<file path="src/rtl/keypad_scanner.sv">
// rtl/keypad_scanner.sv - 4x3 matrix keypad column scanner with press/release debounce
module keypad_scanner #(
    parameter int SCAN_DIV       = 256,
    parameter int DEBOUNCE_TICKS = 4
) (
    input  logic       clock,
    input  logic       reset,
    input  logic [3:0] row,
    output logic [2:0] col,
    output logic [3:0] key,
    output logic       key_valid
);

    localparam int PW = (SCAN_DIV > 1) ? $clog2(SCAN_DIV) : 1;
    localparam int DW = $clog2(DEBOUNCE_TICKS + 1);
    localparam logic [3:0] NOKEY = 4'd10;

    typedef enum logic [1:0] {SCAN, DEBOUNCE, PRESSED, RELEASE} state_t;

    state_t         state, state_n;
    logic [3:0]     row_meta, rs;
    logic [PW-1:0]  pcnt;
    logic [1:0]     ci, ci_n, ci_adv;
    logic [DW-1:0]  dcnt, dcnt_n, dcnt_inc;
    logic [3:0]     cand_row, cand_row_n;
    logic [3:0]     cand_code, cand_code_n;
    logic [3:0]     key_n;
    logic           key_valid_n;
    logic           tick, single, all_high, dcnt_done;
    logic [3:0]     low;

    // Row is the zero bit of a single-low row vector, column is the driven index.
    function automatic logic [3:0] map_code(input logic [3:0] r, input logic [1:0] c);
        logic [3:0] code;
        code = NOKEY;
        case (r)
            4'b1110: code = {2'b00, c} + 4'd1;
            4'b1101: code = {2'b00, c} + 4'd4;
            4'b1011: code = {2'b00, c} + 4'd7;
            4'b0111: begin
                case (c)
                    2'd0:    code = 4'd11;
                    2'd1:    code = 4'd0;
                    default: code = 4'd12;
                endcase
            end
            default: code = NOKEY;
        endcase
        return code;
    endfunction

    assign low       = ~rs;
    assign single    = (low != 4'd0) && ((low & (low - 4'd1)) == 4'd0);
    assign all_high  = (rs == 4'b1111);
    assign tick      = (pcnt == PW'(SCAN_DIV - 1));
    assign ci_adv    = (ci == 2'd2) ? 2'd0 : ci + 2'd1;
    assign dcnt_inc  = dcnt + DW'(1);
    assign dcnt_done = (dcnt_inc == DW'(DEBOUNCE_TICKS));
    assign col       = ~(3'b001 << ci);

    always_comb begin
        state_n     = state;
        ci_n        = ci;
        dcnt_n      = dcnt;
        cand_row_n  = cand_row;
        cand_code_n = cand_code;
        key_n       = key;
        key_valid_n = 1'b0;
        if (tick) begin
            case (state)
                SCAN: begin
                    if (single) begin
                        cand_row_n  = rs;
                        cand_code_n = map_code(rs, ci);
                        if (DEBOUNCE_TICKS == 1) begin
                            key_n       = map_code(rs, ci);
                            key_valid_n = 1'b1;
                            dcnt_n      = '0;
                            state_n     = PRESSED;
                        end else begin
                            dcnt_n  = DW'(1);
                            state_n = DEBOUNCE;
                        end
                    end else begin
                        ci_n = ci_adv;
                    end
                end
                DEBOUNCE: begin
                    if (rs == cand_row) begin
                        if (dcnt_done) begin
                            key_n       = cand_code;
                            key_valid_n = 1'b1;
                            dcnt_n      = '0;
                            state_n     = PRESSED;
                        end else begin
                            dcnt_n = dcnt_inc;
                        end
                    end else begin
                        ci_n    = ci_adv;
                        dcnt_n  = '0;
                        state_n = SCAN;
                    end
                end
                PRESSED: begin
                    // Other keys held alongside the accepted one are ignored until all rows clear.
                    if (all_high) begin
                        if (DEBOUNCE_TICKS == 1) begin
                            key_n   = NOKEY;
                            ci_n    = ci_adv;
                            dcnt_n  = '0;
                            state_n = SCAN;
                        end else begin
                            dcnt_n  = DW'(1);
                            state_n = RELEASE;
                        end
                    end
                end
                RELEASE: begin
                    if (all_high) begin
                        if (dcnt_done) begin
                            key_n   = NOKEY;
                            ci_n    = ci_adv;
                            dcnt_n  = '0;
                            state_n = SCAN;
                        end else begin
                            dcnt_n = dcnt_inc;
                        end
                    end else begin
                        dcnt_n  = '0;
                        state_n = PRESSED;
                    end
                end
                default: begin
                    dcnt_n  = '0;
                    state_n = SCAN;
                end
            endcase
        end
    end

    always_ff @(posedge clock or posedge reset) begin
        if (reset) begin
            row_meta  <= 4'b1111;
            rs        <= 4'b1111;
            pcnt      <= '0;
            state     <= SCAN;
            ci        <= 2'd0;
            dcnt      <= '0;
            cand_row  <= 4'b1111;
            cand_code <= NOKEY;
            key       <= NOKEY;
            key_valid <= 1'b0;
        end else begin
            row_meta  <= row;
            rs        <= row_meta;
            pcnt      <= tick ? '0 : pcnt + PW'(1);
            state     <= state_n;
            ci        <= ci_n;
            dcnt      <= dcnt_n;
            cand_row  <= cand_row_n;
            cand_code <= cand_code_n;
            key       <= key_n;
            key_valid <= key_valid_n;
        end
    end

endmodule

</file>
<file path="config.mk">
export PLATFORM = sky130hd
export DESIGN_NAME = keypad_scanner
export DESIGN_NICKNAME = d
export VERILOG_FILES = /design/src/rtl/keypad_scanner.sv
export SDC_FILE = /design/constraint.sdc
export NUM_CORES = 1
export LEC_CHECK = 0
export CAP_MARGIN = 20
export CORE_MARGIN = 5
export CORE_UTILIZATION = 43
export CTS_CLUSTER_SIZE = 20
export DETAILED_ROUTE_END_ITERATION = 7
export PLACE_DENSITY = 0.64
export SYNTH_ARGS = -nofsm -noshare
export SYNTH_HDL_FRONTEND = slang
export SYNTH_SLANG_ARGS = --single-unit
</file>
<file path="constraint.sdc">
create_clock -name clock -period 1.55 [get_ports clock]
set_input_delay 0.155 -clock clock [delete_from_list [all_inputs] [get_ports clock]]
set_output_delay 0.155 -clock clock [all_outputs]
set_load 0.01 [all_outputs]
</file>
; ---- Word level (Yosys, flattened, before mapping)
; Cells that the tools add are included.
; Widths: inputs -> output; s select.
[op_classes]
add_sub_neg = 7
n_eq_ne = 23
shifts = 1
muxes = 31
n_bitwise = 3
n_reduce_logical = 12
[op_table]
columns = op, count
row1 = $mux 2, 11
row2 = $eq 4x4->1 const B, 4
row3 = $mux 4, 4
row4 = $ne 2x2->1 const B, 8
row5 = $pmux 4 s2, 2
row6 = $pmux 4 s4, 1
row7 = $mux 3, 5
row8 = $pmux 3 s4, 1
row9 = $reduce_and 6->1, 2
row10 = $add 2x3->4 const B, 2
row11 = $add 8x1->8 const B, 1
row12 = $eq 8x8->1 const B, 1
row13 = $mux 8, 1
row14 = $pmux 2 s4, 1
row15 = $eq 2x2->1 const B, 3
row16 = $ne 3x3->1 const B, 2
row17 = $pmux 2 s3, 1
row18 = $reduce_and 3->1, 2
row19 = $reduce_and 5->1, 1
row20 = $and 4x4->4, 1
row21 = $eq 2x1->1 const B, 2
row22 = $eq 4x3->1 const B, 1
row23 = $eq 4x4->1, 1
row24 = $logic_not 2->1, 2
row25 = other kinds (14), 17
[word_totals]
regBits = 36
input_bits = 6
output_inout_bits = 8
wordCells = 87

; ---- Depth between registers and ports, before layout
; Gate-level depths: netlist of the first run.
[depth]
depth_word = 7
depth_mapped = 7
ltp_nobuf = 7

; ---- Worst setup path after synthesis of the first run
; No wires, ideal clock.
[synth_timing]
kind = register -> register
from = register pcnt[0]
to = register cand_code[1]
setup_ns = 0.059
arrival_ns = 1.615
required_ns = 1.491
path_slack_ns = -0.124
path_stages_with_launch = 8
path_buffers = 1
period_less_slack_ns = 1.674
path_cell_list = dfrtp_1 > ha_1 > nand3_1 > nor2_4 > o211ai_4 > buf_6 > a311oi_1 > a21o_1
[synth_between]
elab_chain_cells = 2
[synth_lines]
columns = item, line_no
row1 = "start, declared", 22  ; logic [PW-1:0] pcnt;
row2 = "start signal, assigned", 156  ; pcnt <= tick ? '0 : pcnt + PW'(1);
row3 = $eq 8x8->1, 55  ; assign tick = (pcnt == PW'(SCAN_DIV - 1));
row4 = $reduce_and 3->1 (no line), n/a
row5 = "end signal, assigned", 161  ; cand_code <= cand_code_n;
row6 = "end, declared", 26  ; logic [3:0] cand_code, cand_code_n;
; No other way between the ends.
; A chain may end at the register's enable or synchronous reset.

; ---- Worst setup path after layout of the first run
[layout_timing]
from = register rs[0]
to = register cand_row[1]
[layout_between]
elab_chain_cells = 6
elab_cells_between_ends = 7
cone_classes = 1 x add/sub / 2 x bitwise / 4 x reduce/logical
[layout_lines]
columns = item, line_no
row1 = "start, declared", 21  ; logic [3:0] row_meta, rs;
row2 = "start signal, assigned", 155  ; rs <= row_meta;
row3 = $not 4->4 (*), 52  ; assign low = ~rs;
row4 = $sub 4x1->4, 53  ; assign single = (low != 4'd0) && ((low & (low - 4'd1)) == 4'd0);
row5 = $and 4x4->4, 53
row6 = $logic_not 4->1, 53
row7 = $logic_and 1x1->1 (*), 53
row8 = $reduce_and 3->1 (no line) (*), n/a
row9 = "end signal, assigned", 160  ; cand_row <= cand_row_n;
row10 = "end, declared", 25  ; logic [3:0] cand_row, cand_row_n;
; Mark *: on every way between the ends. The rest lies on a longest branch, timed or not.

==> results.toml, run 1 <==
[outcome]
violations = "negative setup slack"
status = "finished with violations"

[min_path]
min_path_type = "primary input to async pin"

[setup_path]
r2r_cells = 5
max_stage_delay_ns = 0.62
crit_path_end_kind = "register"
path_class = "register to register"
crit_fanout = 6
path_cells = "buf_12 > xor2_1 > and3_1 > o211ai_4 > mux2_2"
arrival_ns = 1.99
worstPathRequired_ns = 1.76
start_kind = "register"
cp_slowest_cell = "dfstp_2"

[floorplan]
core_region_area_sq_mm = 0.00438
dieArea_sq_mm = 0.00597
initial_core_util = 0.443
die_x_um = 77.2
rows = 24
io_pins = 14
chipHeight_um = 77.2

[clock_network]
worstSkewPairLatency_ns = 0.29
path_clk_slew_ns = 0.08
cts_hold_buffers = 0
cts_inserted_buffers = 5
htreeDepth = 2
cts.path.max_buffers = 2
cts_tree = "yes"
cts_sinks = 36
cts_root_buf = "clkbuf_8"

[detailed_routing]
via_count = 1547
ant_nets = 0
firstDrtPassIters = 4
wl_um = 4430
vias_per_cell = 5.28
drc = 0
drt_iter0_drc = 73
avgRoutedWirePerCell_um = 15.1

[timing]
tightest_slew_ns = 0.373
rsz0062_at_grt = "yes"
max_freq_mhz = 563
hold_viol = 0
slew_violations = 0
period_share = 1.15
fin_crit_ns = 1.78
slew_headroom = 0.751
setup-violations-final = 19
final.setup.worst_slack_ns = -0.226
hold_slack_ns = 0.192
fin_skew_ns = 0.00892

[synth]
ys.flop_type = "dfrtp_1"
synth.area.top_cells = "dfrtp_1 26%, dfstp_2 22%, ha_1 5.8%, nand2_1 3.5%, o21ai_0 3.1%"
ys_warn_count = 0
syn-num-nets = 198
synth_top_area_share = 0.257
syn-mean-instance-area_sq_um = 10.6
synth-edff-count = 0
yosysTopAreaCell = "dfrtp_1"
synth.distinct_cells = 48
synth_seq_area_share = 0.474
synthesis.area_sq_mm = 0.00194
postSynthCellCount = 183
async_flop_share = 1.00
synth_seq_cells = 36

[cells_and_area]
synthToLayoutAreaGrowth_pct = 42.9
fin_cells = 293
fin_area_sq_mm = 0.00278
final_nets = 255
final-seq-area_sq_um = 921
final_cell_mix = "38 x buf_4, 20 x dfrtp_1, 17 x nand2_1"
final_common_cell = "buf_4"
diodes = 0
drive_above_1_share = 0.477
multiInputGateArea_sq_mm = 0.00112
fillers = 358

[global_routing]
grt_busiest_layer = "met2"
grt.met2_usage = 0.256
grt-ovfl-total = 0
grt_max_degree = 23
grt_use_total = 0.157
antenna_found_initial = 0
grt_pass1_wl_um = 7610
use_met3 = 0.0433
grt_pass1_vias = 1660
use_met1 = 0.206

[power_and_ir_drop]
p_leak_uw = 0.00121
finalPower_uw = 1900
vdd_drop_max_v = 0.000520
p_per_area_mw_per_mm2 = 684

[place]
dpl_cell_area_sq_mm = 0.00242
gp_congestion = 0.831
dp_hpwl_um = 3260
port_buffers = 13
dp_cells = 277

[job]
cap_violations = 0
-- cells in the mapped netlist, types with 3 or more instances --
cell / count
buf_6: 5
nand2_1: 18
a21oi_1: 9
o21ai_0: 12
inv_1: 11
and3_1: 5
mux2_2: 3
nand3_1: 6
nor3_1: 10
ha_1: 9
xor2_1: 4
xnor2_1: 6
dfstp_2: 16
nor2_1: 9
dfrtp_1: 20
-- routing by layer --
metal / share of wire / wire length [um]
met2: 0.49 / 2160
met4: 0.020 / 88
met1: 0.45 / 2000
met5: 0 / 0
met3: 0.039 / 171
-- sequential cells by signal (all words and copies together), names as in the netlist, 3 cells and up --
register	count
cand_code	4
cand_row	4
dcnt	3
key	4
pcnt	8
row_meta	4
rs	4
-- what timing repair did --
item / in CTS / in global routing
setup endpoints to repair: 23 / 24
buffers inserted: 5 / 5
gates resized for setup: 25 / 27
pin swaps: 5 / 9
-- cell families (layout without fill, tap and decap cells) --
family,count (synthesis),after routing,synth area share
and+or+nand+nor,64,64,0.186
AOI/OAI and AO/OA,40,40,0.153
DFF,36,36,0.474
buffers and inverters,19,77,0.0566
xor gates and xnor gates,10,10,0.0450
adders and majority gates,9,9,0.0579
muxes,5,5,0.0277
-- per-stage QoR --
stage,worst slack [ns],setup TNS [ns],util
after detailed placement,-0.225,-2.82,0.553
after floorplan,-0.0549,-0.206,-
after global routing,-0.302,-4.70,0.634
after CTS,-0.195,-2.88,0.608
after global placement,-0.170,-2.04,0.553
final,-0.226,-3.18,0.634
-- critical path: cells and delay by family (launching register included) --
| family | cells | cell delay [ns] |
|---|---|---|
| flops | 1 | 0.62 |
| xor+xnor | 1 | 0.07 |
| simple gates | 1 | 0.21 |
| compound gates | 1 | 0.29 |
| mux | 1 | 0.38 |
| buf+inv | 1 | 0.13 |
-- power by group --
group | switching, uW | internal (uW) | leakage, uW
sequential | 14.3 | 960 | 0.000432
combinational | 83.2 | 87.8 | 0.000727
clock | 345 | 411 | 0.0000523
-- final timing paths --
path / start / to / slack [ns]
min reg2reg: row_meta[0]$_DFF_PP1_ / rs[0]$_DFF_PP1_ / 0.35
min: reset / ci[1]$_DFFE_PP0P_ / 0.19
max reg2reg: rs[0]$_DFF_PP1_ / cand_row[1]$_DFFE_PP1P_ / -0.23
min in group clock: row[1] / row_meta[1]$_DFF_PP1_ / 0.27
max in group asynchronous: reset / key[3]$_DFFE_PP1P_ / 1.02
max: rs[0]$_DFF_PP1_ / cand_row[1]$_DFFE_PP1P_ / -0.23
-- cell type report --
cell class                 count  share of cell area
sequential                    36               0.332
tap                           52              0.0234
multi-input combinational    128               0.405
clock buffer                   6              0.0338
inverter                      11              0.0149
clock inverter                 2             0.00450
timing repair buffer          58               0.187
Power figures use the tool's default switching activity.
==> inputs of run 2 (changes only) <==
CORE_ASPECT_RATIO = 1.5   (was unset)
==> run 2 against run 1 <==
The run still ends with negative setup slack left. Wire length is 3.4% lower. Combinational power is 15% higher. Hold slack better by 0.023 ns.
==> results.toml, run 2 (synthesis gave the netlist of run 1 again) <==
[detailed_routing]
firstDrtPassIters = 4
avgRoutedWirePerCell_um = 14.7
via_count = 1548
ant_nets = 0
drc = 0
wl_um = 4280
drt_iter0_drc = 44
vias_per_cell = 5.32

[global_routing]
grt_pass1_wl_um = 7360
grt-ovfl-total = 0
antenna_found_initial = 0
grt_use_total = 0.160
grt_pass1_vias = 1632
grt_max_degree = 37

[setup_path]
r2r_cells = 6
arrival_ns = 1.92
path_class = "register to register"
crit_fanout = 5
worstPathRequired_ns = 1.76
r2r_slack_ns = -0.15
crit_path_end_kind = "register"
start_kind = "register"

[power_and_ir_drop]
vdd_drop_max_v = 0.000471
finalPower_uw = 1800
p_per_area_mw_per_mm2 = 651
p_leak_uw = 0.00125

[floorplan]
rows = 30
die_x_um = 64.9
dieArea_sq_mm = 0.00599
io_pins = 14
initial_core_util = 0.435
chipHeight_um = 92.4
core_region_area_sq_mm = 0.00447

[timing]
period_share = 1.10
slew_headroom = 0.759
hold_viol = 0
rsz0062_at_grt = "yes"
setup-violations-final = 18
tightest_slew_ns = 0.358
final.setup.worst_slack_ns = -0.154
max_freq_mhz = 587
fin_skew_ns = 0.00704
slew_violations = 0
fin_crit_ns = 1.70

[cells_and_area]
final_cell_mix = "38 x buf_4, 20 x dfrtp_1, 16 x nand2_1, 16 x dfstp_2"
multiInputGateArea_sq_mm = 0.00110
fin_area_sq_mm = 0.00276
diodes = 0
largest-register = "pcnt"
final_common_cell = "buf_4"
postLayoutCoreUtil = 0.618
largest_reg_flops = 8
final-seq-area_sq_um = 921
final_nets = 257
drive_above_1_share = 0.465
fillers = 330
synthToLayoutAreaGrowth_pct = 42.0

[place]
dpl_cell_area_sq_mm = 0.00241
gp_congestion = 0.811
dp_slack_ns = -0.264
port_buffers = 13
dp_hpwl_um = 3100

[job]
cap_violations = 0

[clock_network]
cts_tree = "yes"
cts_sinks = 36
htreeDepth = 2
cts_root_buf = "clkbuf_8"
cts_inserted_buffers = 5
worstSkewPairLatency_ns = 0.28
path_clk_slew_ns = 0.07
cts.path.max_buffers = 2

[min_path]
min_path_type = "primary input to async pin"

[outcome]
violations = "negative setup slack"
status = "finished with violations"
==> run 2: what timing repair did <==
action,4_1_cts,5_1_grt
setup buffers,14,2
hold buffers,0,0
setup endpoints to repair,23,23
pin swaps,15,7
gates resized for setup,23,21
==> run 2: worst paths after layout <==
kind / to / from
max in group asynchronous: key[1]$_DFFE_PP1P_ / reset
hold / removal: pcnt[6]$_DFF_PP0_ / reset
setup / recovery: key[2]$_DFFE_PP0P_ / rs[0]$_DFF_PP1_
setup reg to reg: key[2]$_DFFE_PP0P_ / rs[0]$_DFF_PP1_
min in group clock: row_meta[2]$_DFF_PP1_ / row[2]
hold reg to reg: rs[1]$_DFF_PP1_ / row_meta[1]$_DFF_PP1_
==> run 2: metal layers <==
metal	vias to the layer above	share of wire	GRT usage
li1	764	-	-
met1	747	0.38	0.159
met2	27	0.57	0.304
met3	10	0.029	0.0291
met4	0	0.026	0.0811
met5	-	0	0
==> run 2: where the power goes <==
| group | internal, uW | switching [uW] | leakage, uW | total (uW) |
|---|---|---|---|---|
| Sequential | 960 | 9.75 | 0.000432 | 970 |
| Combinational | 106 | 90.9 | 0.000774 | 197 |
| Clock | 315 | 316 | 0.0000422 | 631 |
| Total | 1380 | 417 | 0.00125 | 1800 |
==> run 2: layout make-up <==
cell class              count  share of cell area
multi-input cells         128               0.399
clock buffers               7              0.0277
flip-flops and latches     36               0.334
inverters                  11              0.0150
well taps                  48              0.0218
clock inverters             1             0.00181
repair buffers             60               0.201
==> run 2: per-stage QoR <==
step	TNS (ns)	hold slack, ns	std cells
finish	-1.82	0.216	291
global route	-3.22	0.222	291
CTS	-1.53	0.214	289
detailed placement	-2.68	0.347	269
global placement	-2.06	0.346	269
floorplan	-0.206	0.159	183
==> run 2: critical path: stages, from the launching register on <==
cell      delay [ns]
dfstp_2         0.59
buf_12          0.13
nand4_4         0.13
a2111o_1        0.46
nor2_2          0.15
nand2_1         0.06
o21ai_1         0.13
